--- src/rtl/instr_encoder_loader.sv ---
// Encodes instruction requests into 32-bit CPU words and writes them
// sequentially into instruction memory ahead of CPU release.
//
// state | meaning
// IDLE  | waiting for start
// LOAD  | accepting requests, one registered write in flight at most
// FLUSH | final word being written, done pulses
// HALT  | stopped on error or overflow, waiting for start
module instr_encoder_loader #(
  parameter int DEPTH = 256,
  parameter int AW    = 8
) (
  input  logic          clk,
  input  logic          rst,
  input  logic          start,
  input  logic          in_valid,
  output logic          in_ready,
  input  logic [3:0]    in_kind,
  input  logic [4:0]    in_rs,
  input  logic [4:0]    in_rt,
  input  logic [4:0]    in_rd,
  input  logic [4:0]    in_shamt,
  input  logic [5:0]    in_funct,
  input  logic [31:0]   in_imm,
  input  logic [25:0]   in_target,
  input  logic          in_last,
  output logic          mem_we,
  output logic [AW-1:0] mem_addr,
  output logic [31:0]   mem_wdata,
  output logic [AW:0]   count,
  output logic          busy,
  output logic          done,
  output logic          err
);

  typedef enum logic [1:0] {IDLE, LOAD, FLUSH, HALT} state_t;

  state_t      state, state_nx;
  logic [AW:0] count_q, count_nx;
  logic        pending_q, pending_nx;
  logic [31:0] wdata_q, wdata_nx;
  logic        err_q, err_nx;
  logic [31:0] word;
  logic        bad;
  logic [5:0]  op;
  logic [AW+1:0] fill;
  logic        write_now, accept;

  assign op = {2'b00, in_kind};

  always_comb begin
    word = '0;
    bad  = 1'b0;
    case (in_kind)
      4'd0: word = {op, in_rs, in_rt, in_rd, in_shamt, in_funct};
      4'd1, 4'd2, 4'd3, 4'd4, 4'd7: begin
        word = {op, in_rs, in_rt, in_imm[15:0]};
        bad  = !((&in_imm[31:15]) || (~|in_imm[31:15]));
      end
      4'd5, 4'd6: begin
        word = {op, in_rs, in_rt, in_imm[15:0]};
        bad  = |in_imm[31:16];
      end
      4'd8, 4'd9: word = {op, in_target};
      4'd10:      word = {op, in_rs, 21'b0};
      default:    bad  = 1'b1;
    endcase
  end

  // start and rst drop the in-flight write in the very cycle they are seen
  assign write_now = pending_q && !start && !rst;
  assign fill      = {1'b0, count_q} + (AW+2)'(pending_q);
  assign in_ready  = (state == LOAD) && !start && !rst && (fill < (AW+2)'(DEPTH));
  assign accept    = in_valid && in_ready;

  always_comb begin
    state_nx   = state;
    count_nx   = count_q + (AW+1)'(write_now);
    pending_nx = 1'b0;
    wdata_nx   = wdata_q;
    err_nx     = err_q;
    if (start) begin
      state_nx = LOAD;
      count_nx = '0;
      err_nx   = 1'b0;
    end else begin
      case (state)
        LOAD: begin
          if (accept) begin
            if (bad) begin
              err_nx   = 1'b1;
              state_nx = HALT;
            end else begin
              pending_nx = 1'b1;
              wdata_nx   = word;
              if (in_last) state_nx = FLUSH;
            end
          end else if (write_now && count_nx == (AW+1)'(DEPTH)) begin
            err_nx   = 1'b1;
            state_nx = HALT;
          end
        end
        FLUSH:   state_nx = IDLE;
        default: ;
      endcase
    end
  end

  always_ff @(posedge clk) begin
    if (rst) begin
      state     <= IDLE;
      count_q   <= '0;
      pending_q <= 1'b0;
      wdata_q   <= '0;
      err_q     <= 1'b0;
    end else begin
      state     <= state_nx;
      count_q   <= count_nx;
      pending_q <= pending_nx;
      wdata_q   <= wdata_nx;
      err_q     <= err_nx;
    end
  end

  assign mem_we    = write_now;
  assign mem_addr  = count_q[AW-1:0];
  assign mem_wdata = wdata_q;
  assign count     = count_q;
  assign busy      = (state == LOAD) || (state == FLUSH);
  assign done      = (state == FLUSH) && write_now;
  assign err       = err_q;

endmodule
--- config.mk ---
export PLATFORM = sky130hd
export DESIGN_NAME = instr_encoder_loader
export DESIGN_NICKNAME = d
export VERILOG_FILES = /design/src/rtl/instr_encoder_loader.sv
export SDC_FILE = /design/constraint.sdc
export NUM_CORES = 1
export LEC_CHECK = 0
export BUFFER_PORTS_ARGS = -buffer_cell sky130_fd_sc_hd__buf_2
export CORE_MARGIN = 3
export CORE_UTILIZATION = 45
export DETAILED_ROUTE_END_ITERATION = 8
export PLACE_DENSITY = 0.87
export SLEW_MARGIN = 10
export SYNTH_ARGS = -nofsm -noshare
export SYNTH_HDL_FRONTEND = slang
export SYNTH_SLANG_ARGS = --single-unit
--- constraint.sdc ---
create_clock -name clk -period 3.1 [get_ports clk]
set_clock_uncertainty 0.05 [all_clocks]
set_input_delay 0 -clock clk [delete_from_list [all_inputs] [get_ports clk]]
set_output_delay 0 -clock clk [all_outputs]
set_load 0.02 [all_outputs]
## Yosys cells after proc, flatten, opt, wreduce, memory -nomap -nowiden

Index checks and enable logic that the tools add are counted.

- Add/subtract/negate cells: 2
- $mul: 0
- Div/mod/pow operators: 0
- $lt $le $gt $ge: 1
- Equality and inequality tests: 18
- Shift operators: 0
- Multiplexer cells: 12
- Bitwise logic cells: 4
- Reduce and logical (&&, ||, !) cells: 32

Operators with widths:

| operator | count |
|---|---|
| 30-bit case mux with 4 select lines | 1 |
| 17-bit AND reduction | 1 |
| 17-bit OR reduction | 1 |
| 4-bit by 3-bit == test with 1-bit output, second input constant | 4 |
| 16-bit OR reduction | 1 |
| 4-bit == test, second input constant | 3 |
| 9-bit by 1-bit adder with 10-bit output | 1 |
| 10-bit by 9-bit less-than comparator with 1-bit output, second input constant | 1 |
| 9-bit by 1-bit adder with 9-bit output | 1 |
| 9-bit == test, second input constant | 1 |
| 3-bit AND reduction | 3 |
| 4-bit by 2-bit == test with 1-bit output, second input constant | 2 |
| 1-bit logical AND | 8 |
| 2-bit 2-to-1 mux | 4 |
| 4-bit OR reduction | 2 |
| 7-bit OR reduction | 1 |
| 2-bit OR reduction | 3 |
| 1-bit 2-to-1 mux | 5 |
| 5-bit inequality test, second input constant | 1 |
| 5-bit OR reduction | 1 |
| 4-bit by 1-bit == test with 1-bit output, second input constant | 1 |
| 1-bit zero test | 4 |
| 4-bit zero test | 1 |
| 4-bit by 3-bit inequality test with 1-bit output, second input constant | 1 |
| 12 further kinds | 17 |

- Flip-flop bits (word level): 45
- Bits in latches: 0
- RAM bits: 0
- ROM bits: 0
- Bits of input ports: 93
- Output and inout port bits: 54
- Logic and storage cells: 75
- Memories kept: 0

## Depth between registers and ports, before layout

Gate-level depths: netlist of the first run.

- Depth in word-level cells: 10
- Gate-level depth with buffers: 10

## Least setup slack after synthesis of the first run

No wires, ideal clock.

- Path kind: input -> register
- Start: in rst
- End: reg state[0]
- Library setup time: 0.095 ns
- Arrival: 2.036 ns
- Slack: 0.918 ns
- Stages on the path: 10
- Path buffers: 1
- Cell sequence: buf_6 -> nor2_1 -> and2_1 -> ha_1 -> nand3_1 -> nor4b_1 -> o21bai_1 -> o21ai_0 -> o21ai_0 -> a221oi_1

- Word-level cells in the longest chain between the ends: 7

Ends and longest elaborated chain:

| element | RTL line | text |
|---|---|---|
| start, declared | 14 | `input logic rst,` |
| 1-bit zero test (*) | 71 | `assign write_now = pending_q && !start && !rst;` |
| 1-bit logical AND (*) | 71 |  |
| via mem_we | 27 | `output logic mem_we,` |
| 9-bit by 1-bit adder with 9-bit output | 78 | `count_nx = count_q + (AW+1)'(write_now);` |
| 9-bit == test | 98 | `end else if (write_now && count_nx == (AW+1)'(DEPTH)) begin` |
| 1-bit logical AND (*) | 98 |  |
| 4-bit by 3-bit inequality test with 1-bit output (no source line) (*) | - |  |
| 3-bit AND reduction (no source line) (*) | - |  |
| end signal, assigned | 117 | `state <= state_nx;` |
| end, declared | 38 | `state_t state, state_nx;` |

The timed path passes the listed nets; every way through them passes the cells marked *.
A chain may end at the register's enable or synchronous reset.

## Worst setup path in the final report of the first run

- Start: in in_kind[1]
- End: reg wdata_q[18] (netlist: mem_wdata[18])

- Word-level cells in the longest chain between the ends: 5

Ends and longest elaborated chain:

| element | RTL line | text |
|---|---|---|
| start, declared | 18 | `input logic [3:0] in_kind,` |
| 4-bit by 1-bit == test with 1-bit output, or another cell as far along | 54 | `case (in_kind)` |
| 5-bit OR reduction, or another cell as far along | 54 |  |
| 1-bit case mux with 3 select lines | 54 |  |
| 1-bit inverter (no source line) | - |  |
| 4-bit AND reduction (no source line) | - |  |
| end signal, assigned | 120 | `wdata_q <= wdata_nx;` |
| end, declared | 41 | `logic [31:0] wdata_q, wdata_nx;` |

Parallel ways exist; a longest one is shown, timed or not.

==> impl_metrics.toml, run 1 <==
[clock_network]
cts_tree = "yes"
clock_latency_ns = 0.29
htreeDepth = 2
clk_pin_slew_ns = 0.08
cts_made_buffers = 5
cts_sinks = 43
cts_buffer_depth = 2
root_buffer = "clkbuf_8"
cts_resized = 0

[detailed_routing]
drt-initial-drc-count = 217
wl_per_cell_um = 15.04
drc_errors = 0
wl_mm = 7.265
viasPerCell = 5.534
drt-pass1-iter-count = 8
via_count = 2673
drtAntennaViolNets = 0

[layout]
final_common_cell = "buf_2"
fill_cells = 444
instances_no_fill = 483
n_antenna_cell = 0
area_delta_synth_final_pct = 36.87
mostFrequentLayoutCells = "buf_2 (144), dfxtp_1 (43), nor2_1 (42)"
drive_above_1_share = 0.4407
layout.nets = 509
fin_util = 0.6478

[worst_setup_path]
cp_slowest_stage_delay_ns = 0.59
crit_buf_inv = 5
reg2regPathDepth = 9
crit_top_cell = "dlygate4sd3_1"
crit_path_start_kind = "primary input"
cp.arrival_ns = 3.01
slowest_stage = "dlygate4sd3_1"
rrSetupSlack_ns = 0.29
r2r-start = "count[1]"
cp-end-kind = "register"
worstReg2RegEnd = "mem_wdata[18]"
crit_chain = "dlygate4sd3_1 > buf_2 > xor2_1 > and2_1 > a2111oi_4 > o21ai_2 > inv_2 > buf_12 > nor2_1 > a311oi_1 > dlygate4sd3_1"
critPathMaxFanout = 47
crit_family = "buffers and inverters"
path_class = "primary input to register"
cp.required_ns = 3.29

[die]
die_h_um = 79.99
ioPinCount = 147
die_x_um = 79.99
start_util = 0.4733
die_area_um2 = 6398
coreArea_um2 = 5205
rows = 26

[logic_synthesis]
synth_cells = 276
synth_cell_types = 47
synthFlopType = "dfxtp_1"
synth-seq-cells = 43
synth_edf_count = 0
netlist_area_um2 = 2464
ys_warn_count = 0
ys_seq_area_frac = 0.3494
synthArstFlopShare = 0
post_synth.cell_area_avg_um2 = 8.926

[pwr]
peakVddDrop_mv = 0.2642
power.density_nw_per_um2 = 382.3
p_total_w = 0.001289
switching_share = 0.2385
netSwitchingPower_w = 0.0003075
pwr-share-seq = 0.440
leakagePower_nw = 1.483
pwr-share-comb = 0.166
p_int_w = 0.0009817
p_clk_frac = 0.394

[global_route]
grt_start_max_net_pins = 48
grt_use_total = 0.2119
grt_remaining_overflow = 0
grt_first_pass_wirelength_mm = 10.92
antenna_found_initial = 0
first_global_vias = 2362

[min_path]
hp-start = "start"
hp-class = "primary input to register"
min_path_cells = 3
hold_end = "state[0]"

[run]
maxCapViolations = 0

[place]
gp_congestion = 0.8058
hpwl_mm = 5.464
dp.cells = 463
port_buffers = 144

[timing]
rsz0062_at_grt = "no"
fmax_mhz = 354.5
drv_slew = 0
tightest_slew_ns = 1.080
fin_setup_tns_ns = 0
period_needed_ns = 2.821
finalCritPeriodShare = 0.9099
slew_headroom = 0.2776
hold_viol_final = 0
setup_viol = 0

[outcome]
status = "complete, no violations"
[flip-flops by register name (all words and copies together), names as in the netlist]
signal and cells:
mem_wdata 30, count 9, state 2, err 1
pending_q 1
[through the flow]
step	cell area [µm²]	setup slack [ns]	hold slack [ns]
4_1_cts	3372	0.3479	0.007399
3_3_place_gp	3119	0.6746	0.2311
5_1_grt	3372	0.06546	0.02723
3_5_place_dp	3119	0.5789	0.2378
6_report	3372	0.2793	0.02163
2_1_floorplan	2467	0.9182	0.1220
[cell families after synthesis]
| logic type | synth area share |
|---|---|
| DFF | 0.3494 |
| xor gates and xnor gates | 0.03200 |
| and+or+nand+nor | 0.2153 |
| adders and majority gates | 0.02032 |
| muxes | 0.01219 |
| other | 0.001522 |
| AOI/OAI and AO/OA | 0.2814 |
| buffers and inverters | 0.08786 |
[what timing repair did]
item | in CTS | in global routing
hold endpoints to repair | 7 | 0
hold buffers | 12 | 0
setup buffers | 0 | 0
[per-layer routing]
layer / wire length, µm / up-vias / track usage / part of all wire
met5: 0 / - / 0 / 0
met4: 95 / 0 / 0.06757 / 0.013
met1: 2939 / 1250 / 0.2647 / 0.40
met3: 571 / 12 / 0.04515 / 0.079
li1: - / 1300 / - / -
met2: 3659 / 111 / 0.3609 / 0.50
[area by class of cell]
class / count / area [µm²] / share of cell area
multi-input cells: 198 / 1396 / 0.4141
repair buffers: 159 / 875.8 / 0.2597
flip-flops and latches: 43 / 860.8 / 0.2553
well taps: 70 / 87.58 / 0.02597
clock buffers: 6 / 72.57 / 0.02152
clock inverters: 2 / 60.06 / 0.01781
inverters: 5 / 18.77 / 0.005566
[worst max-delay path by stage]
| stage | startpoint | to | slack (ns) | cells past startpoint |
|---|---|---|---|---|
| 2_1_floorplan | rst | state[0] | 0.92 | 10 |
| 3_3_place_gp | start | state[0] | 0.67 | 10 |
| 3_5_place_dp | start | state[0] | 0.58 | 10 |
| 4_1_cts | in_kind[1] | mem_wdata[18] | 0.35 | 11 |
| 5_1_grt | count[1] | mem_wdata[18] | 0.07 | 8 |
| 6_report | in_kind[1] | mem_wdata[18] | 0.28 | 11 |
[power by group through the flow]
stage	logic (W)	registers, W	clock network (W)
final	0.000214	0.000567	0.000509
after global routing	0.000232	0.000569	0.000545
after CTS	0.000213	0.000567	0.000517
after floorplan	0.000109	0.000589	0
after global placement	0.000197	0.000580	0
after detailed placement	0.000203	0.000580	0
[worst register-to-register path, cell delays in order, from the launching register on]
cell	delay (ns)
dfxtp_1	0.52
nand4_1	0.19
o311ai_2	0.49
a2111oi_4	0.09
o21ai_2	0.16
inv_2	0.18
buf_12	0.22
nor2_1	0.15
a311oi_1	0.07
dlygate4sd3_1	0.58
[synth_stat cells, types with 3 or more instances]
master	count	share of area
a211oi_2	20	0.10
clkbuf_1	10	0.015
nand3_1	11	0.022
xnor2_1	3	0.011
dfxtp_1	43	0.35
nand4_1	8	0.020
nor2_1	42	0.064
buf_4	12	0.037
a21oi_1	6	0.012
nand2b_1	7	0.018
buf_2	5	0.010
ha_1	4	0.020
a311oi_1	5	0.018
inv_1	4	0.0061
nor4_1	6	0.015
xor2_1	6	0.021
and2_1	4	0.010
mux2i_1	3	0.012
o21ai_0	6	0.012
a222oi_1	16	0.065
a22oi_1	5	0.015
nor3_1	4	0.0081
nand2_1	14	0.021
buf_6	4	0.018
Note: power is estimated with default switching activity, not from simulation.
==> run 2: changes to the inputs <==
HOLD_SLACK_MARGIN = 0.08   (was default)
PLACE_DENSITY = 0.83   (was 0.87)
==> run 2 against run 1 <==
Fmax grew 1.7%; sequential power is essentially flat; critical path depth shrank 1; setup slack gained 0.047 ns; critical endpoint unchanged; via count grew 7.0%; largest cell class unchanged; flip-flop and latch count is the same; clock power shrank 29%; core utilization grew 7.6 points; sequential share of layout area shrank 2.7 points.
==> impl_metrics.toml, run 2 (same netlist as run 1, synthesis figures left out) <==
[global_route]
first_global_vias = 2640
grt_use_total = 0.2541
antenna_found_initial = 1
grt_first_pass_wirelength_mm = 12.69
grt_remaining_overflow = 0
grt_start_max_net_pins = 35

[die]
start_util = 0.4733
die_x_um = 79.99
die_area_um2 = 6398
rows = 26
die_h_um = 79.99
coreArea_um2 = 5205
ioPinCount = 147

[detailed_routing]
drt-initial-drc-count = 196
wl_mm = 8.446
drtAntennaViolNets = 0
viasPerCell = 5.417
via_count = 2860
drc_errors = 0
drt-pass1-iter-count = 5
wl_per_cell_um = 16.00

[timing]
rsz0062_at_grt = "no"
hold_viol_final = 0
fin_setup_tns_ns = 0
finalCritPeriodShare = 0.8949
fmax_mhz = 360.5
tightest_slew_ns = 1.103
layout_setup_ws_ns = 0.3258
setup_viol = 0
slew_headroom = 0.2617
drv_slew = 0
period_needed_ns = 2.774

[layout]
largest_register_ffs = 30
final_area_um2 = 3770
multiInputGateArea_um2 = 1396
mostFrequentLayoutCells = "buf_2 (144), dlygate4sd3_1 (56), dfxtp_1 (43)"
fill_cells = 382
drive_above_1_share = 0.3982
layout.nets = 553
seq_area_um2 = 860.8
final_common_cell = "buf_2"
area_delta_synth_final_pct = 53.02

[clock_network]
clk_pin_slew_ns = 0.08
cts_made_buffers = 5
root_buffer = "clkbuf_8"
clock_latency_ns = 0.30
cts_tree = "yes"
htreeDepth = 2
cts_buffer_depth = 2
cts_sinks = 43

[worst_setup_path]
cp-end-kind = "register"
critPathMaxFanout = 30
crit_family = "buffers and inverters"
cp.arrival_ns = 2.97
crit_buf_inv = 4
crit_path_start_kind = "primary input"
slowest_stage = "dlygate4sd3_1"
crit_chain = "dlygate4sd3_1 > buf_2 > nor2_1 > nand2_1 > a2111oi_4 > o21ai_2 > inv_4 > nor2_1 > a311oi_1 > dlygate4sd3_1"
cp_slowest_stage_delay_ns = 0.59
path_class = "primary input to register"
cp.required_ns = 3.29

[place]
port_buffers = 144
preCtsSetupSlack_ns = 0.6382
hpwl_mm = 5.353
dpl_cell_area_um2 = 3119
gp_congestion = 0.8241

[min_path]
hp-class = "primary input to register"

[run]
maxCapViolations = 0

[pwr]
leakagePower_nw = 1.618
power.density_nw_per_um2 = 318.5
peakVddDrop_mv = 0.1894

[outcome]
status = "complete, no violations"
==> run 2: final cells by class <==
class                           count  area share
Antenna cell                        1   0.0006638
Timing Repair Buffer              203      0.3492
Multi-Input combinational cell    198      0.3704
Sequential cell                    43      0.2283
Clock buffer                        6     0.01925
Clock inverter                      2    0.003319
Tap cell                           70     0.02323
Inverter                            5    0.005642
==> run 2: final timing paths <==
check / start / end / slack (ns) / depth (start not counted)
worst min register to register: mem_wdata[26] / mem_wdata[26] / 0.41 / 2
worst max-delay path: start / mem_wdata[18] / 0.33 / 10
worst max register to register: count[1] / mem_wdata[18] / 0.41 / 7
worst min-delay path: in_imm[14] / mem_wdata[14] / 0.08 / 3
==> run 2: routing by layer <==
metal	track usage	wire (µm)
met1	0.2828	3224
met2	0.4735	4375
met3	0.05418	659
met4	0.08277	187
met5	0	0
==> run 2: report_power, final <==
part,switching [W],internal (W),total [W]
Combinational,0.000129,0.000142,0.000272
Sequential,0.00000583,0.000562,0.000568
Clock,0.000204,0.000158,0.000362
==> run 2: timing repair <==
action | CTS | global route
setup endpoints to repair | 0 | 5
gates resized for setup | 0 | 2
buffers inserted | 0 | 0
hold buffers | 56 | 0
endpoints found under the hold margin | 32 | 0
==> run 2: per-stage QoR <==
| step | power [W] | cells | hold WS (ns) | utilization |
|---|---|---|---|---|
| floorplan | 0.0006974 | 277 | 0.1220 | - |
| global placement | 0.0007769 | 463 | 0.2306 | 0.5993 |
| detailed placement | 0.0007826 | 463 | 0.2395 | 0.5993 |
| CTS | 0.001196 | 527 | 0.08530 | 0.7233 |
| global route | 0.001254 | 528 | 0.09881 | 0.7243 |
| finish | 0.001201 | 528 | 0.08163 | 0.7243 |
==> run 2: tightest hold or removal path: stages <==
cell and delay [ns]:
buf_2 0.08, a222oi_1 0.09, a211oi_2 0.21
==> run 3: changes to the inputs <==
CORE_UTILIZATION = 39   (was 45)
PLACE_DENSITY = 0.76   (was 0.83)
clock period = 2.2 ns   (was 3.1 ns; I/O delays follow)
==> run 3 against run 2 <==
Largest cell class is now buffers; critical path depth is 2 lower; final cell count increased by 3.2%; via count up 4.2%; largest power group unchanged; worst hold slack improved by 0.0028 ns; combinational power rose by 40%.
==> impl_metrics.toml, run 3 (same netlist as run 1, synthesis figures left out) <==
[outcome]
status = "complete, no violations"

[global_route]
antenna_found_initial = 0
first_global_vias = 2926
grt_use_total = 0.2306
grt_first_pass_wirelength_mm = 13.70
grt_start_max_net_pins = 35
grt_remaining_overflow = 0

[clock_network]
cts_made_buffers = 5
cts_sinks = 43
cts_buffer_depth = 2
htreeDepth = 2
clock_latency_ns = 0.29
cts_tree = "yes"
clk_pin_slew_ns = 0.09
root_buffer = "clkbuf_8"
cts_setup_buffers = 0

[worst_setup_path]
r2r-start = "pending_q"
cp-end-kind = "register"
crit_path_start_kind = "register"
critPathMaxFanout = 6
slowest_stage = "dfxtp_1"
path_class = "register to register"
reg2regPathDepth = 8
rrSetupSlack_ns = 0.13
crit_chain = "and2_1 > ha_2 > nand3_1 > nor4b_2 > o21bai_1 > o21ai_2 > o21ai_0 > a221oi_1"
cp_slowest_stage_delay_ns = 0.37
cp.required_ns = 2.36
crit_buf_inv = 0
cp.arrival_ns = 2.23
crit_family = "compound AO/OA/AOI/OAI gates"
worstReg2RegEnd = "state[0]"

[pwr]
p_int_w = 0.001330
switching_share = 0.2604
p_clk_frac = 0.342
power.density_nw_per_um2 = 456.8
pwr-share-seq = 0.445
leakagePower_nw = 1.710
peakVddDrop_mv = 0.2795
netSwitchingPower_w = 0.0004681
pwr-share-comb = 0.213

[detailed_routing]
wl_per_cell_um = 16.15
drt-pass1-iter-count = 7
via_count = 2979
drt-initial-drc-count = 183
wl_mm = 8.802
viasPerCell = 5.466
drtAntennaViolNets = 0
drc_errors = 0

[timing]
hold_viol_final = 0
slew_headroom = 0.3170
tightest_slew_ns = 1.021
finalCritPeriodShare = 0.9405
period_needed_ns = 2.069
fmax_mhz = 483.3
hold_slack_ns = 0.08447
layout_setup_ws_ns = 0.1309
rsz0062_at_grt = "no"
setup_viol = 0
fin_setup_tns_ns = 0
drv_slew = 0

[place]
port_buffers = 144
preCtsSetupSlack_ns = -0.07523
hpwl_mm = 5.636
dp.cells = 479
gp_congestion = 0.8015

[layout]
mostFrequentLayoutCells = "buf_2 (144), dlygate4sd3_1 (58), dfxtp_1 (43)"
drive_above_1_share = 0.4255
area_delta_synth_final_pct = 59.78
final_common_cell = "buf_2"
n_antenna_cell = 0
largest_register_ffs = 30
instances_no_fill = 545
layout.nets = 566

[die]
die_x_um = 85.48
die_area_um2 = 7307
coreArea_um2 = 6026
die_h_um = 85.48
ioPinCount = 147
rows = 28
start_util = 0.4088

[min_path]
min_path_cells = 3
hp-class = "primary input to register"
hp-start = "in_imm[5]"
hold_end = "mem_wdata[5]"

[run]
maxCapViolations = 0
==> run 3: worst max-delay path by stage <==
stage / slack (ns) / cells after the start / end / from
after CTS: 0.01 / 8 / state[0] / pending_q
after floorplan: 0.02 / 10 / state[0] / rst
after global placement: 0.08 / 8 / state[0] / pending_q
final: 0.13 / 8 / state[0] / pending_q
after detailed placement: -0.08 / 8 / state[0] / pending_q
after global routing: 0.001 / 9 / mem_wdata[28] / count[6]
==> run 3: layer usage <==
metal | wire length (µm) | vias to the layer above | share of wire | track usage
met1 | 3313 | 1383 | 0.38 | 0.2558
met5 | 0 | - | 0 | 0
met2 | 4551 | 150 | 0.52 | 0.4237
met3 | 643 | 32 | 0.073 | 0.04369
li1 | - | 1414 | - | -
met4 | 293 | 0 | 0.033 | 0.1007
==> run 3: area by class of cell <==
class / instances / area (µm²)
fill: 475 / 2090
clock buffer: 5 / 68.82
tap: 75 / 93.84
timing repair buffer: 216 / 1431
inverter: 5 / 18.77
clock inverter: 3 / 43.79
multi-input combinational: 198 / 1419
sequential: 43 / 860.8
==> run 3: repair_timing <==
action                                  4_1_cts  5_1_grt
hold buffers                                 56        2
gates resized for setup                       1        6
endpoints found under the setup margin        1       23
hold endpoints to repair                     30        2
==> run 3: worst register-to-register path: stages (launching register included) <==
cell and delay (ns):
dfxtp_1 0.37, and2_1 0.19, ha_2 0.27, nand3_1 0.17, nor4b_2 0.28, o21bai_1 0.12
o21ai_2 0.16, o21ai_0 0.12, a221oi_1 0.26
==> run 3: power by group through the flow <==
stage	clock network [W]	logic (W)	registers, W
after CTS	0.000624	0.000367	0.000800
after floorplan	0	0.000153	0.000830
after detailed placement	0	0.000289	0.000818
after global routing	0.000666	0.000414	0.000802
final	0.000616	0.000382	0.000800
after global placement	0	0.000283	0.000817
==> run 3: stage by stage <==
| step | total power, W | cell area (µm²) | utilization |
|---|---|---|---|
| 4_1_cts | 0.001791 | 3894 | 0.6462 |
| 5_1_grt | 0.001882 | 3936 | 0.6532 |
| 3_5_place_dp | 0.001107 | 3221 | 0.5345 |
| 2_1_floorplan | 0.0009826 | 2467 | - |
| 6_report | 0.001798 | 3936 | 0.6532 |
| 3_3_place_gp | 0.001100 | 3221 | 0.5345 |
